**config.mk**
```make
export PLATFORM = sky130hd
export DESIGN_NAME = plru_tracker_flat
export DESIGN_NICKNAME = d
export VERILOG_FILES = /design/src/rtl/plru_tracker_if.sv /design/src/rtl/plru_tracker.sv /design/src/flat_wrapper.sv
export SDC_FILE = /design/constraint.sdc
export NUM_CORES = 1
export LEC_CHECK = 0
export BUFFER_PORTS_ARGS = -buffer_cell sky130_fd_sc_hd__buf_4
export CAP_MARGIN = 20
export CORE_AREA = 2 2 105 56
export DETAILED_ROUTE_END_ITERATION = 6
export DIE_AREA = 0 0 107 58
export MAX_ROUTING_LAYER = met4
export SYNTH_ARGS = -nofsm -noshare
export SYNTH_HDL_FRONTEND = slang
export SYNTH_SLANG_ARGS = --single-unit
```
**constraint.sdc**
```tcl
create_clock -name clk -period 1.72 [get_ports clk]
set_input_delay 0 -clock clk [delete_from_list [all_inputs] [get_ports clk]]
set_output_delay 0 -clock clk [all_outputs]
set_load 0.01 [all_outputs]
```
**src/rtl/plru_tracker_if.sv**
```systemverilog
// Request/response bundle between a cache controller and plru_tracker.
//   flush/busy            : start a full clear of all PLRU state / sweep in progress
//   rd_en/rindex/rvalid   : victim lookup request with the set's valid bits
//   victim_way/valid      : registered lookup result (valid is a one-cycle strobe)
//   touch_en/windex/way   : mark a way most-recently-used
// master = cache controller side, slave = tracker side.
interface plru_tracker_if #(
    parameter int S_INDEX   = 3,
    parameter int WAYS_LOG2 = 2
);
    localparam int NUM_WAYS = 2 ** WAYS_LOG2;

    logic                 flush;
    logic                 busy;
    logic                 rd_en;
    logic [S_INDEX-1:0]   rindex;
    logic [NUM_WAYS-1:0]  rvalid_ways;
    logic [WAYS_LOG2-1:0] victim_way;
    logic                 victim_valid;
    logic                 touch_en;
    logic [S_INDEX-1:0]   windex;
    logic [WAYS_LOG2-1:0] touch_way;

    modport master (
        output flush, rd_en, rindex, rvalid_ways, touch_en, windex, touch_way,
        input  busy, victim_way, victim_valid
    );

    modport slave (
        input  flush, rd_en, rindex, rvalid_ways, touch_en, windex, touch_way,
        output busy, victim_way, victim_valid
    );
endinterface

```
**src/rtl/plru_tracker.sv**
```systemverilog
// Per-set tree pseudo-LRU tracker for a set-associative cache.
// Each set holds NUM_WAYS-1 tree bits; node (level l, prefix p) lives at
// bit 2**l - 1 + p, and a 1 steers the victim toward the upper half.
// Lookups return a registered victim one cycle after rd_en, see a touch to the
// same set in the same cycle, and optionally prefer the lowest invalid way.
// A flush pulse starts a sweep clearing one set per cycle while busy is high.
// Ports: clk, rst (async, active-high), bus (plru_tracker_if.slave).
module plru_tracker #(
    parameter int S_INDEX       = 3,
    parameter int WAYS_LOG2     = 2,
    parameter bit INVALID_FIRST = 1'b1
) (
    input logic           clk,
    input logic           rst,
    plru_tracker_if.slave bus
);
    localparam int NUM_SETS = 2 ** S_INDEX;
    localparam int NUM_WAYS = 2 ** WAYS_LOG2;
    localparam int NODES    = NUM_WAYS - 1;

    typedef logic [NODES-1:0]     tree_t;
    typedef logic [WAYS_LOG2-1:0] way_t;
    typedef logic [S_INDEX-1:0]   set_t;
    typedef enum logic [0:0] {ST_IDLE = 1'b0, ST_SWEEP = 1'b1} state_t;

    // Point every node on the touched way's path away from that way.
    function automatic tree_t touch_tree(input tree_t t, input way_t w);
        tree_t r;
        way_t  node;
        r = t;
        for (int l = 0; l < WAYS_LOG2; l++) begin
            node    = way_t'((1 << l) - 1) + way_t'(w >> (WAYS_LOG2 - l));
            r[node] = ~w[WAYS_LOG2-1-l];
        end
        return r;
    endfunction

    // Walk from the root; each chosen bit selects the next node on the path.
    function automatic way_t plru_victim(input tree_t t);
        way_t v;
        way_t node;
        v = '0;
        for (int l = 0; l < WAYS_LOG2; l++) begin
            node             = way_t'((1 << l) - 1) + way_t'(v >> (WAYS_LOG2 - l));
            v[WAYS_LOG2-1-l] = t[node];
        end
        return v;
    endfunction

    // Lowest-index invalid way wins over the PLRU choice when enabled.
    function automatic way_t pick_victim(input tree_t t, input logic [NUM_WAYS-1:0] valid);
        way_t v;
        v = plru_victim(t);
        if (INVALID_FIRST) begin
            for (int i = NUM_WAYS - 1; i >= 0; i--) begin
                if (!valid[i]) begin
                    v = way_t'(i);
                end
            end
        end
        return v;
    endfunction

    tree_t  tree_r [NUM_SETS];
    state_t state_r, state_next_s;
    set_t   cnt_r, cnt_next_s;
    logic   busy_r;
    way_t   victim_way_r;
    logic   victim_valid_r;

    logic   idle_s, rd_acc_s, touch_acc_s;
    tree_t  tree_wr_s, tree_rd_s;
    way_t   victim_s;

    // Request acceptance, touched tree value and the (bypassed) lookup result.
    always_comb begin
        idle_s      = (state_r == ST_IDLE);
        rd_acc_s    = bus.rd_en & idle_s;
        touch_acc_s = bus.touch_en & idle_s;
        tree_wr_s   = touch_tree(tree_r[bus.windex], bus.touch_way);
        if (touch_acc_s && (bus.windex == bus.rindex)) begin
            tree_rd_s = tree_wr_s;
        end else begin
            tree_rd_s = tree_r[bus.rindex];
        end
        victim_s = pick_victim(tree_rd_s, bus.rvalid_ways);
    end

    // Flush FSM next-state: idle until flush, then one set per cycle.
    always_comb begin
        state_next_s = state_r;
        cnt_next_s   = cnt_r;
        case (state_r)
            ST_IDLE: begin
                if (bus.flush) begin
                    state_next_s = ST_SWEEP;
                    cnt_next_s   = '0;
                end else begin
                    state_next_s = ST_IDLE;
                end
            end
            ST_SWEEP: begin
                if (cnt_r == set_t'(NUM_SETS - 1)) begin
                    state_next_s = ST_IDLE;
                    cnt_next_s   = '0;
                end else begin
                    cnt_next_s = cnt_r + set_t'(1'b1);
                end
            end
            default: begin
                state_next_s = ST_IDLE;
                cnt_next_s   = '0;
            end
        endcase
    end

    // FSM state, sweep counter and registered busy flag.
    always_ff @(posedge clk or posedge rst) begin
        if (rst) begin
            state_r <= ST_IDLE;
            cnt_r   <= '0;
            busy_r  <= 1'b0;
        end else begin
            state_r <= state_next_s;
            cnt_r   <= cnt_next_s;
            busy_r  <= (state_next_s == ST_SWEEP);
        end
    end

    // Tree storage: sweep clears, otherwise accepted touches update one set.
    always_ff @(posedge clk or posedge rst) begin
        if (rst) begin
            for (int s = 0; s < NUM_SETS; s++) begin
                tree_r[s] <= '0;
            end
        end else if (state_r == ST_SWEEP) begin
            tree_r[cnt_r] <= '0;
        end else if (touch_acc_s) begin
            tree_r[bus.windex] <= tree_wr_s;
        end
    end

    // Registered victim; way holds between lookups, valid is a strobe.
    always_ff @(posedge clk or posedge rst) begin
        if (rst) begin
            victim_way_r   <= '0;
            victim_valid_r <= 1'b0;
        end else begin
            victim_valid_r <= rd_acc_s;
            if (rd_acc_s) begin
                victim_way_r <= victim_s;
            end
        end
    end

    assign bus.busy         = busy_r;
    assign bus.victim_way   = victim_way_r;
    assign bus.victim_valid = victim_valid_r;
endmodule
```
**src/flat_wrapper.sv**
```systemverilog
// flat-port wrapper written by rule: the top's interface ports become plain ports
module plru_tracker_flat 
#(
    parameter int S_INDEX       = 3,
    parameter int WAYS_LOG2     = 2,
    parameter bit INVALID_FIRST = 1'b1
)
  (clk, rst, bus_flush, bus_rd_en, bus_rindex, bus_rvalid_ways, bus_touch_en, bus_windex, bus_touch_way, bus_busy, bus_victim_way, bus_victim_valid);
  plru_tracker_if #(.S_INDEX(S_INDEX), .WAYS_LOG2(WAYS_LOG2)) bus_i ();
  input logic clk;
  input logic rst;
  input wire logic [$bits(bus_i.flush)-1:0] bus_flush;
  input wire logic [$bits(bus_i.rd_en)-1:0] bus_rd_en;
  input wire logic [$bits(bus_i.rindex)-1:0] bus_rindex;
  input wire logic [$bits(bus_i.rvalid_ways)-1:0] bus_rvalid_ways;
  input wire logic [$bits(bus_i.touch_en)-1:0] bus_touch_en;
  input wire logic [$bits(bus_i.windex)-1:0] bus_windex;
  input wire logic [$bits(bus_i.touch_way)-1:0] bus_touch_way;
  output wire logic [$bits(bus_i.busy)-1:0] bus_busy;
  output wire logic [$bits(bus_i.victim_way)-1:0] bus_victim_way;
  output wire logic [$bits(bus_i.victim_valid)-1:0] bus_victim_valid;
  assign bus_i.flush = bus_flush;
  assign bus_i.rd_en = bus_rd_en;
  assign bus_i.rindex = bus_rindex;
  assign bus_i.rvalid_ways = bus_rvalid_ways;
  assign bus_i.touch_en = bus_touch_en;
  assign bus_i.windex = bus_windex;
  assign bus_i.touch_way = bus_touch_way;
  assign bus_busy = bus_i.busy;
  assign bus_victim_way = bus_i.victim_way;
  assign bus_victim_valid = bus_i.victim_valid;
  plru_tracker #(.S_INDEX(S_INDEX), .WAYS_LOG2(WAYS_LOG2), .INVALID_FIRST(INVALID_FIRST)) u_core (.clk(clk), .rst(rst), .bus(bus_i));
endmodule
```
==> qor.yml, run 1 <==
rows: 19
hpwl_mm: 3.61
cp_slowest_cell: "mux4_2"
ctsHtreeMaxLevel: 2
worst_pin_slew_ps: 422
power_frac_comb_pct: 33.9
crit_type: "reg -> reg"
multi_input_area_um2: 955
drive_above_1_share_pct: 18.7
p_seq_share_pct: 45.2
end_kind: "register"
portBuffers: 20
cp_cell_sequence: "mux4_2 -> mux2_4 -> o211ai_2 -> a31oi_1"
worstPathBufferInverterCount: 0
skew_ps: 6.17
ys.warnings.count: 0
critPathMaxStageDelay_ps: 540
dr.pass1.iters: 4
syn_avg_cell_area_um2: 9.76
crit_family: "multiplexers"
fillers: 529
grt_max_degree: 32
whs_endpoint: "u_core.bus.victim_way[1]"
ys_ff_latch: 31
ff2ff_path_depth: 4
critical_path_required_ps: 1890
fin_setup_tns_ps: 0
hold_slack_ps: 6.73
grt_pass1_vias: 1393
hp-class: "in -> reg"
die_w_um: 107
die_h_um: 58
worstSkewPairLatency_ps: 290
ff_latch_area_um2: 776
dieArea_um2: 6210
ioPinCount: 21
power_uw: 2750
grt_overflow_total: 0
tritoncts: "done"
grt_use_total_pct: 17.5
rsz0062_at_grt: "no"
cts_buffers: 5
layout_worst_path_cycle_share_pct: 92.9
p_sw_uw: 1040
synth_seq_area_share_pct: 42.7
power.density_nw_per_um2: 1290
setup_viol: 0
synthCells: 186
pre_cts_slack_ps: 134
diodes: 0
routabilityCongestion: 0.917
hold_viol: 0
clock-sinks: 31
synthDistinctLibCells: 30
critPathMaxFanout: 2
switching_share_pct: 37.8
initialDrtViolationCount: 129
syn_area_um2: 1820
ant_nets: 0
postCtsSetupBuffers: 0
r2r_end: "u_core.bus.victim_way[0]"
core_area_um2: 5300
max_freq_ghz: 0.626
maxSlewHeadroom_pct: 71.8
holdCritStartpoint: "bus_rvalid_ways[1]"
cts_buffer_depth: 2
status: "completed"
start_kind: "register"
postLayoutCoreUtil_pct: 40.3
drc: 0
crit_arrival_ps: 1770
cts_resized: 0
max-cap-violations: 0
initial_core_util_pct: 34.2
root_buffer: "clkbuf_8"
syn_nets: 205
power_leakage_uw: 0.000965
clkPwrFrac_pct: 20.9
r2r-start: "u_core.tree_r[12]"
fin_crit_ps: 1600
areaGrowthSynthToFinish_pct: 17.6
grt_pass1_wl_mm: 7.73
min_path_cells: 3
fin_nets: 227
setup_slack_ps: 121
ff2ff_setup_slack_ps: 120
p_int_uw: 1710
dr_total_vias: 1472
wirelength_mm: 4.82
antenna_found_initial: 0
ir_drop_mv: 0.690
path_clk_slew_ps: 70
wl_per_cell_um: 17.1
maxSlewViolCount: 0
vias_per_cell: 5.22
cell type report:
type / instances / share of cell area, %
sequential: 31 / 36.3
clock inverter: 2 / 0.586
tap: 73 / 4.28
inverter: 7 / 1.23
timing repair buffer: 26 / 9.49
multi-input combinational: 137 / 44.7
clock buffer: 6 / 3.40
worst min-delay path: cells and delay by family:
kind                   cells  cell delay (ps)
AO/OA/AOI/OAI              1              100
buffers and inverters      1               90
AND/OR/NAND/NOR            1               70
power by group through the flow:
stage | clock network (µW) | registers (µW) | logic, µW
final | 575 | 1240 | 933
after global routing | 626 | 1280 | 1060
after CTS | 584 | 1240 | 934
after detailed placement | 0 | 1250 | 925
after global placement | 0 | 1240 | 916
after floorplan | 0 | 1170 | 647
stage by stage:
step           instance area [µm²]  std cells
2_1_floorplan                 1820        186
3_3_place_gp                  2020        271
3_5_place_dp                  2020        271
4_1_cts                       2140        282
5_1_grt                       2140        282
6_report                      2140        282
synthesized netlist by cell type:
master	number	share of area, %
a21oi_1	2	0.55
a221oi_1	5	2.4
a31oi_1	1	0.34
and2_1	3	1.0
and3_1	4	1.4
buf_2	2	0.55
buf_6	2	1.2
clkbuf_1	7	1.4
dfrtp_1	31	43
ha_1	2	1.4
inv_1	7	1.4
mux2_2	3	1.9
mux2_4	1	0.83
mux2i_1	12	6.6
mux4_1	4	5.8
mux4_2	2	2.5
nand2_1	29	6.0
nand2b_1	4	1.4
nand3_1	22	6.1
nand3b_1	1	0.41
nand4_1	2	0.69
nor2_1	4	0.83
nor2b_1	6	2.1
o2111ai_1	2	0.97
o211a_1	1	0.55
o211ai_2	1	0.69
o21ai_0	20	5.5
o21ai_2	2	0.97
or3_1	1	0.34
xnor2_1	3	1.4
registers in the layout (all words and copies together), names as in the netlist:
register and flops:
u_core.state_r 1, u_core.tree_r 24, u_core.cnt_r 3, u_core.bus.victim_valid 1, u_core.bus.victim_way 2
per-layer routing:
metal  up-vias  GRT usage, %  part of all wire [%]
met5         -             -                     0
met2        47          19.0                    35
met3         4          6.52                   8.4
met4         0          4.08                  0.58
li1        711             -                     -
met1       710          28.3                    56
repair_timing:
action / in CTS / in global routing
endpoints found under the hold margin: 35 / 0
hold buffers: 3 / 0
setup endpoints to repair: 0 / 0
worst max path at each step:
| stage | from | to | cells past startpoint |
|---|---|---|---|
| finish | u_core.tree_r[12] | u_core.bus.victim_way[0] | 4 |
| global route | u_core.tree_r[12] | u_core.bus.victim_way[1] | 5 |
| CTS | u_core.tree_r[12] | u_core.bus.victim_way[0] | 4 |
| detailed placement | u_core.tree_r[12] | u_core.bus.victim_way[0] | 4 |
| global placement | u_core.tree_r[12] | u_core.bus.victim_way[1] | 5 |
| floorplan | u_core.tree_r[12] | u_core.bus.victim_way[0] | 4 |
cell families after synthesis:
logic type                 share of synthesized area, %
xor gates and xnor gates                           1.45
adders and majority gates                          1.38
buffers and inverters                              4.69
muxes                                              17.6
AOI/OAI and AO/OA                                  12.0
and+or+nand+nor                                    20.2
DFF                                                42.7
cells in the final DEF, fill, tap and decap left out, types with 4 or more instances in the layout:
master | synthesis | layout
nand2_1 | 29 | 29
nand3_1 | 22 | 22
nand2b_1 | 4 | 4
and3_1 | 4 | 4
nor2_1 | 4 | 4
mux2i_1 | 12 | 12
nor2b_1 | 6 | 6
clkbuf_8 | 0 | 5
mux4_1 | 4 | 4
o21ai_0 | 20 | 20
inv_1 | 7 | 7
dfrtp_1 | 31 | 31
a221oi_1 | 5 | 5
buf_4 | 0 | 23
Note: power is estimated with default switching activity, not from simulation.
==> run 2: changes to the inputs <==
CTS_BUF_LIST = sky130_fd_sc_hd__clkbuf_8   (was unset)
clock period = 1.63 ns   (was 1.72 ns; I/O delays follow)
==> run 2 against run 1 <==
Sequential cell count stayed put. Setup slack got worse by 110 ps. Sequential power up 6%. Core utilization grew 0.80 points. First-iteration DRC count is 6.2% lower. Critical endpoint unchanged. Largest cell class unchanged. Largest power group unchanged. Highest routed layer unchanged.
==> qor.yml, run 2 (synthesis results as in run 1) <==
status: "completed"  # unchanged
power.density_nw_per_um2: 1410  # was 1290 nW/µm²
placed_cell_area_um2: 2030  # was 2020 µm²
dieArea_um2: 6210  # unchanged
final_area_um2: 2180  # was 2140 µm²
ioPinCount: 21  # unchanged
tritoncts: "done"  # unchanged
clock-sinks: 31  # unchanged
ff_latch_area_um2: 777  # was 776 µm²
cts_buffers: 5  # unchanged
hold_slack_ps: 15.9  # was 6.73 ps
ir_drop_mv: 0.506  # was 0.690 mV
layout_commonest_cell: "dfrtp_1"  # unchanged
grt_max_degree: 32  # unchanged
fin_nets: 228  # was 227
die_h_um: 58  # unchanged
power_leakage_uw: 0.000989  # was 0.000965 µW
ant_nets: 0  # unchanged
max_freq_ghz: 0.618  # was 0.626 GHz
multi_input_area_um2: 961  # was 955 µm²
critical_path_required_ps: 1790  # was 1890 ps
setup_viol: 0  # unchanged
die_w_um: 107  # unchanged
areaGrowthSynthToFinish_pct: 20.0  # was 17.6%
rsz0062_at_grt: "yes"  # was no
largest_register_ffs: 24  # unchanged
drc: 0  # unchanged
end_kind: "register"  # unchanged
diodes: 0  # unchanged
wirelength_mm: 4.68  # was 4.82 mm
fin_crit_ps: 1620  # was 1600 ps
hold_viol: 0  # unchanged
dr_total_vias: 1468  # was 1472
postLayoutCoreUtil_pct: 41.1  # was 40.3%
layout_worst_path_cycle_share_pct: 99.2  # was 92.9%
core_area_um2: 5300  # unchanged
crit_type: "reg -> reg"  # unchanged
grt_pass1_wl_mm: 7.44  # was 7.73 mm
max-cap-violations: 0  # unchanged
grt_use_total_pct: 16.7  # was 17.5%
dr.pass1.iters: 4  # unchanged
grt_pass1_vias: 1314  # was 1393
cts_buffer_depth: 2  # unchanged
rows: 19  # unchanged
path_clk_slew_ps: 70  # about the same
hpwl_mm: 3.57  # was 3.61 mm
skew_ps: 6.66  # was 6.17 ps
maxSlewViolCount: 0  # unchanged
start_kind: "register"  # unchanged
antenna_found_initial: 0  # unchanged
routabilityCongestion: 0.934  # was 0.917
initial_core_util_pct: 34.2  # unchanged
vias_per_cell: 5.19  # was 5.22
critPathMaxFanout: 2  # unchanged
worstSkewPairLatency_ps: 290  # about the same
grt_overflow_total: 0  # unchanged
portBuffers: 20  # unchanged
hp-class: "in -> reg"  # unchanged
fillers: 526  # was 529
top_register: "u_core.tree_r"  # unchanged
ctsHtreeMaxLevel: 2  # unchanged
layout_common_cells: "dfrtp_1 (30), nand2_1 (29), buf_4 (24)"  # was dfrtp_1 (31), nand2_1 (29), buf_4 (23)
worst_pin_slew_ps: 422  # about the same
maxSlewHeadroom_pct: 71.9  # was 71.8%
wl_per_cell_um: 16.5  # was 17.1 µm
initialDrtViolationCount: 121  # was 129
drive_above_1_share_pct: 20.5  # was 18.7%
root_buffer: "clkbuf_8"  # unchanged
crit_arrival_ps: 1780  # was 1770 ps
run 2: per-layer routing:
layer	up-vias	part of all wire [%]	wire [µm]	track usage, %
met5	-	0	0	-
met2	65	34	1570	17.2
met4	0	0.66	31	3.90
met1	683	53	2500	27.6
li1	715	-	-	-
met3	5	12	577	6.30
run 2: stage by stage:
step	setup TNS (ps)	std cells	total power, µW	setup WS (ps)
after detailed placement	0	272	2290	24.3
after floorplan	0	186	1920	161
after CTS	0	283	3080	4.51
after global placement	0	272	2290	50.9
final	0	283	3070	12.8
after global routing	-68.4	283	3300	-40.2
run 2: layout make-up:
cell class	instances	share of cell area [%]
clock buffers	5	3.16
clock inverters	3	2.01
inverters	7	1.21
multi-input cells	137	44.1
flip-flops and latches	31	35.7
well taps	73	4.19
repair buffers	27	9.65
run 2: what timing repair did:
action	4_1_cts	5_1_grt
buffers inserted	0	0
setup endpoints to repair	0	7
hold buffers	3	0
endpoints found under the hold margin	36	0
gates resized for setup	0	2
run 2: worst paths after layout:
| kind | depth (start not counted) | start | endpoint | slack, ps |
|---|---|---|---|---|
| worst max register to register | 4 | u_core.tree_r[12] | u_core.bus.victim_way[0] | 10 |
| min in group asynchronous | 4 | rst | u_core.tree_r[9] | 360 |
| worst min-delay path | 3 | bus_rvalid_ways[1] | u_core.bus.victim_way[1] | 20 |
| max in group asynchronous | 4 | rst | u_core.tree_r[16] | 960 |
| worst max-delay path | 4 | u_core.tree_r[12] | u_core.bus.victim_way[0] | 10 |
| worst min register to register | 2 | u_core.bus.victim_way[1] | u_core.bus.victim_way[1] | 490 |
run 2: worst max-delay path, cell delays in order (launching register included):
cell	delay [ps]
dfrtp_1	380
mux4_2	550
mux2_4	330
o211ai_2	130
a31oi_1	100
run 2: power by group:
group | switching (µW) | total, µW | internal, µW
sequential | 263 | 1310 | 1050
clock | 318 | 773 | 455
combinational | 517 | 989 | 472
==> run 3: changes to the inputs <==
CELL_PAD_IN_SITES_DETAIL_PLACEMENT = 0   (was unset)
CELL_PAD_IN_SITES_GLOBAL_PLACEMENT = 2   (was unset)
PLACE_DENSITY_LB_ADDON = 0.1   (was unset)
==> run 3 against run 2 <==
Clock skew shrank 2.4 ps. Sequential cell count stayed put. Register-to-register slack better by 40 ps. Maximum frequency up 2.8%. Sequential share of layout area about the same. Global-route usage increased by 2.0 points. Cell count unchanged. Via count increased by 2.7%. Die area stayed put. Non-clock buffer count is the same. Hold slack lost 0.71 ps. Setup slack better by 44 ps. Critical path type unchanged. Largest power group unchanged. Highest routed layer unchanged.
==> qor.yml, run 3 (synthesis results as in run 1) <==
end_kind: "register"  # unchanged
status: "completed"  # unchanged
max-cap-violations: 0  # unchanged
start_kind: "register"  # unchanged
switching_share_pct: 35.4  # was 35.7%
ioPinCount: 21  # unchanged
core_area_um2: 5300  # unchanged
die_h_um: 58  # unchanged
p_sw_uw: 1110  # was 1100 µW
die_w_um: 107  # unchanged
rsz0062_at_grt: "yes"  # unchanged
initialDrtViolationCount: 98  # was 121
areaGrowthSynthToFinish_pct: 19.7  # was 20.0%
power_frac_comb_pct: 32.3  # was 32.2%
hold_viol: 0  # unchanged
worst_path_most_repeated_cell: "mux2i_1"
layout_common_cells: "dfrtp_1 (31), nand2_1 (29), buf_4 (25)"  # was dfrtp_1 (30), nand2_1 (29), buf_4 (24)
pre_cts_slack_ps: 62.3  # was 24.3 ps
maxSlewHeadroom_pct: 70.3  # was 71.9%
path_clk_slew_ps: 70  # about the same
grt_use_total_pct: 18.7  # was 16.7%
ff2ff_setup_slack_ps: 60  # was 10 ps
p_int_uw: 2020  # was 1980 µW
crit_type: "reg -> reg"  # unchanged
whs_endpoint: "u_core.bus.victim_way[1]"  # unchanged
cts_buffers: 5  # unchanged
dr_total_vias: 1507  # was 1468
cts_resized: 0  # unchanged
drive_above_1_share_pct: 20.0  # was 20.5%
clock-sinks: 31  # unchanged
initial_core_util_pct: 34.2  # unchanged
cts_buffer_depth: 2  # unchanged
grt_pass1_vias: 1505  # was 1314
ant_nets: 0  # unchanged
layout_commonest_cell: "dfrtp_1"  # unchanged
setup_viol: 0  # unchanged
drc: 0  # unchanged
r2r-start: "u_core.tree_r[9]"  # was u_core.tree_r[12]
ctsHtreeMaxLevel: 2  # unchanged
top_register: "u_core.tree_r"  # unchanged
tritoncts: "done"  # unchanged
critPathMaxStageDelay_ps: 530  # was 550 ps
critPathMaxFanout: 2  # unchanged
grt_max_degree: 32  # unchanged
fin_crit_ps: 1570  # was 1620 ps
holdCritStartpoint: "bus_rvalid_ways[0]"  # was bus_rvalid_ways[1]
maxSlewViolCount: 0  # unchanged
root_buffer: "clkbuf_8"  # unchanged
r2r_end: "u_core.bus.victim_way[1]"  # was u_core.bus.victim_way[0]
grt_overflow_total: 0  # unchanged
min_path_cells: 3  # unchanged
hp-class: "in -> reg"  # unchanged
diodes: 0  # unchanged
ir_drop_mv: 0.506  # about the same
p_seq_share_pct: 42.3  # was 42.7%
setup_slack_ps: 57.3  # was 12.8 ps
multi_input_area_um2: 955  # was 961 µm²
largest_register_ffs: 24  # unchanged
grt_pass1_wl_mm: 8.24  # was 7.44 mm
dr.pass1.iters: 5  # was 4
worst_pin_slew_ps: 446  # was 422 ps
vias_per_cell: 5.33  # was 5.19
layout_worst_path_cycle_share_pct: 96.5  # was 99.2%
fin_nets: 228  # unchanged
wirelength_mm: 5.01  # was 4.68 mm
power.density_nw_per_um2: 1440  # was 1410 nW/µm²
skew_ps: 4.24  # was 6.66 ps
cp_slowest_cell: "mux4_2"  # unchanged
ff2ff_path_depth: 5  # was 4
antenna_found_initial: 0  # unchanged
routabilityCongestion: 0.818  # was 0.934
ff_latch_area_um2: 776  # was 777 µm²
worstSkewPairLatency_ps: 280  # was 290 ps
clkPwrFrac_pct: 25.4  # was 25.2%
cp_cell_sequence: "mux4_2 -> mux2i_1 -> mux2i_1 -> o2111ai_1 -> nand2_1"  # was mux4_2 -> mux2_4 -> o211ai_2 -> a31oi_1
crit_arrival_ps: 1740  # was 1780 ps
critical_path_required_ps: 1800  # was 1790 ps
power_leakage_uw: 0.000991  # was 0.000989 µW
dieArea_um2: 6210  # unchanged
wl_per_cell_um: 17.7  # was 16.5 µm
max_freq_ghz: 0.636  # was 0.618 GHz
postLayoutCoreUtil_pct: 41.0  # was 41.1%
fillers: 528  # was 526
rows: 19  # unchanged
hpwl_mm: 3.88  # was 3.57 mm
portBuffers: 20  # unchanged
[run 3: cell count changes in the layout (fill, tap and decap cells not counted), sizes merged]
| cell | delta |
|---|---|
| buf | +1 |
| clkinv | -1 |
| dlygate4sd3 | -1 |
| clkbuf | +1 |
[run 3: final cells by class]
type | count | area share (%)
multi-input combinational | 137 | 43.9
sequential | 31 | 35.7
timing repair buffer | 27 | 9.56
tap | 73 | 4.20
clock buffer | 6 | 3.80
clock inverter | 2 | 1.61
inverter | 7 | 1.21
[run 3: critical path, delay by kind of cell, from the launching register on]
kind	cells	cell delay [ps]
muxes	3	800
AOI/OAI and AO/OA	1	200
DFF	1	390
and+or+nand+nor	1	80
[run 3: worst max-delay path by stage]
stage	from	end	slack, ps
final	u_core.tree_r[9]	u_core.bus.victim_way[1]	60
after global placement	u_core.tree_r[9]	u_core.bus.victim_way[1]	40
after floorplan	u_core.tree_r[12]	u_core.bus.victim_way[0]	160
after CTS	u_core.tree_r[3]	u_core.bus.victim_way[1]	40
after global routing	u_core.tree_r[0]	u_core.bus.victim_way[1]	-50
after detailed placement	u_core.tree_r[20]	u_core.bus.victim_way[0]	60
[run 3: stage by stage]
step	power, µW	cells	setup TNS (ps)	instance area (µm²)	hold WS, ps
after global placement	2320	273	0	2040	117
after global routing	3370	283	-139	2170	35.0
final	3130	283	0	2170	15.2
after detailed placement	2330	273	0	2040	121
after floorplan	1920	186	0	1820	104
after CTS	3150	283	0	2170	10.8
[run 3: what timing repair did]
item,4_1_cts,5_1_grt
setup endpoints to repair,0,5
endpoints found under the hold margin,34,0
buffers inserted,0,0
hold buffers,2,0
[run 3: power by group through the flow]
stage | clock network [µW] | logic (µW) | registers (µW)
6_report | 793 | 1010 | 1320
4_1_cts | 815 | 1020 | 1310
3_3_place_gp | 0 | 994 | 1320
5_1_grt | 856 | 1150 | 1370
2_1_floorplan | 0 | 683 | 1240
3_5_place_dp | 0 | 1010 | 1320
[run 3: per-layer routing]
metal	vias up	GRT usage, %	wire length (µm)
li1	714	-	-
met1	730	29.7	2780
met2	58	22.6	1810
met3	5	4.61	382
met4	0	5.19	46
met5	-	-	0
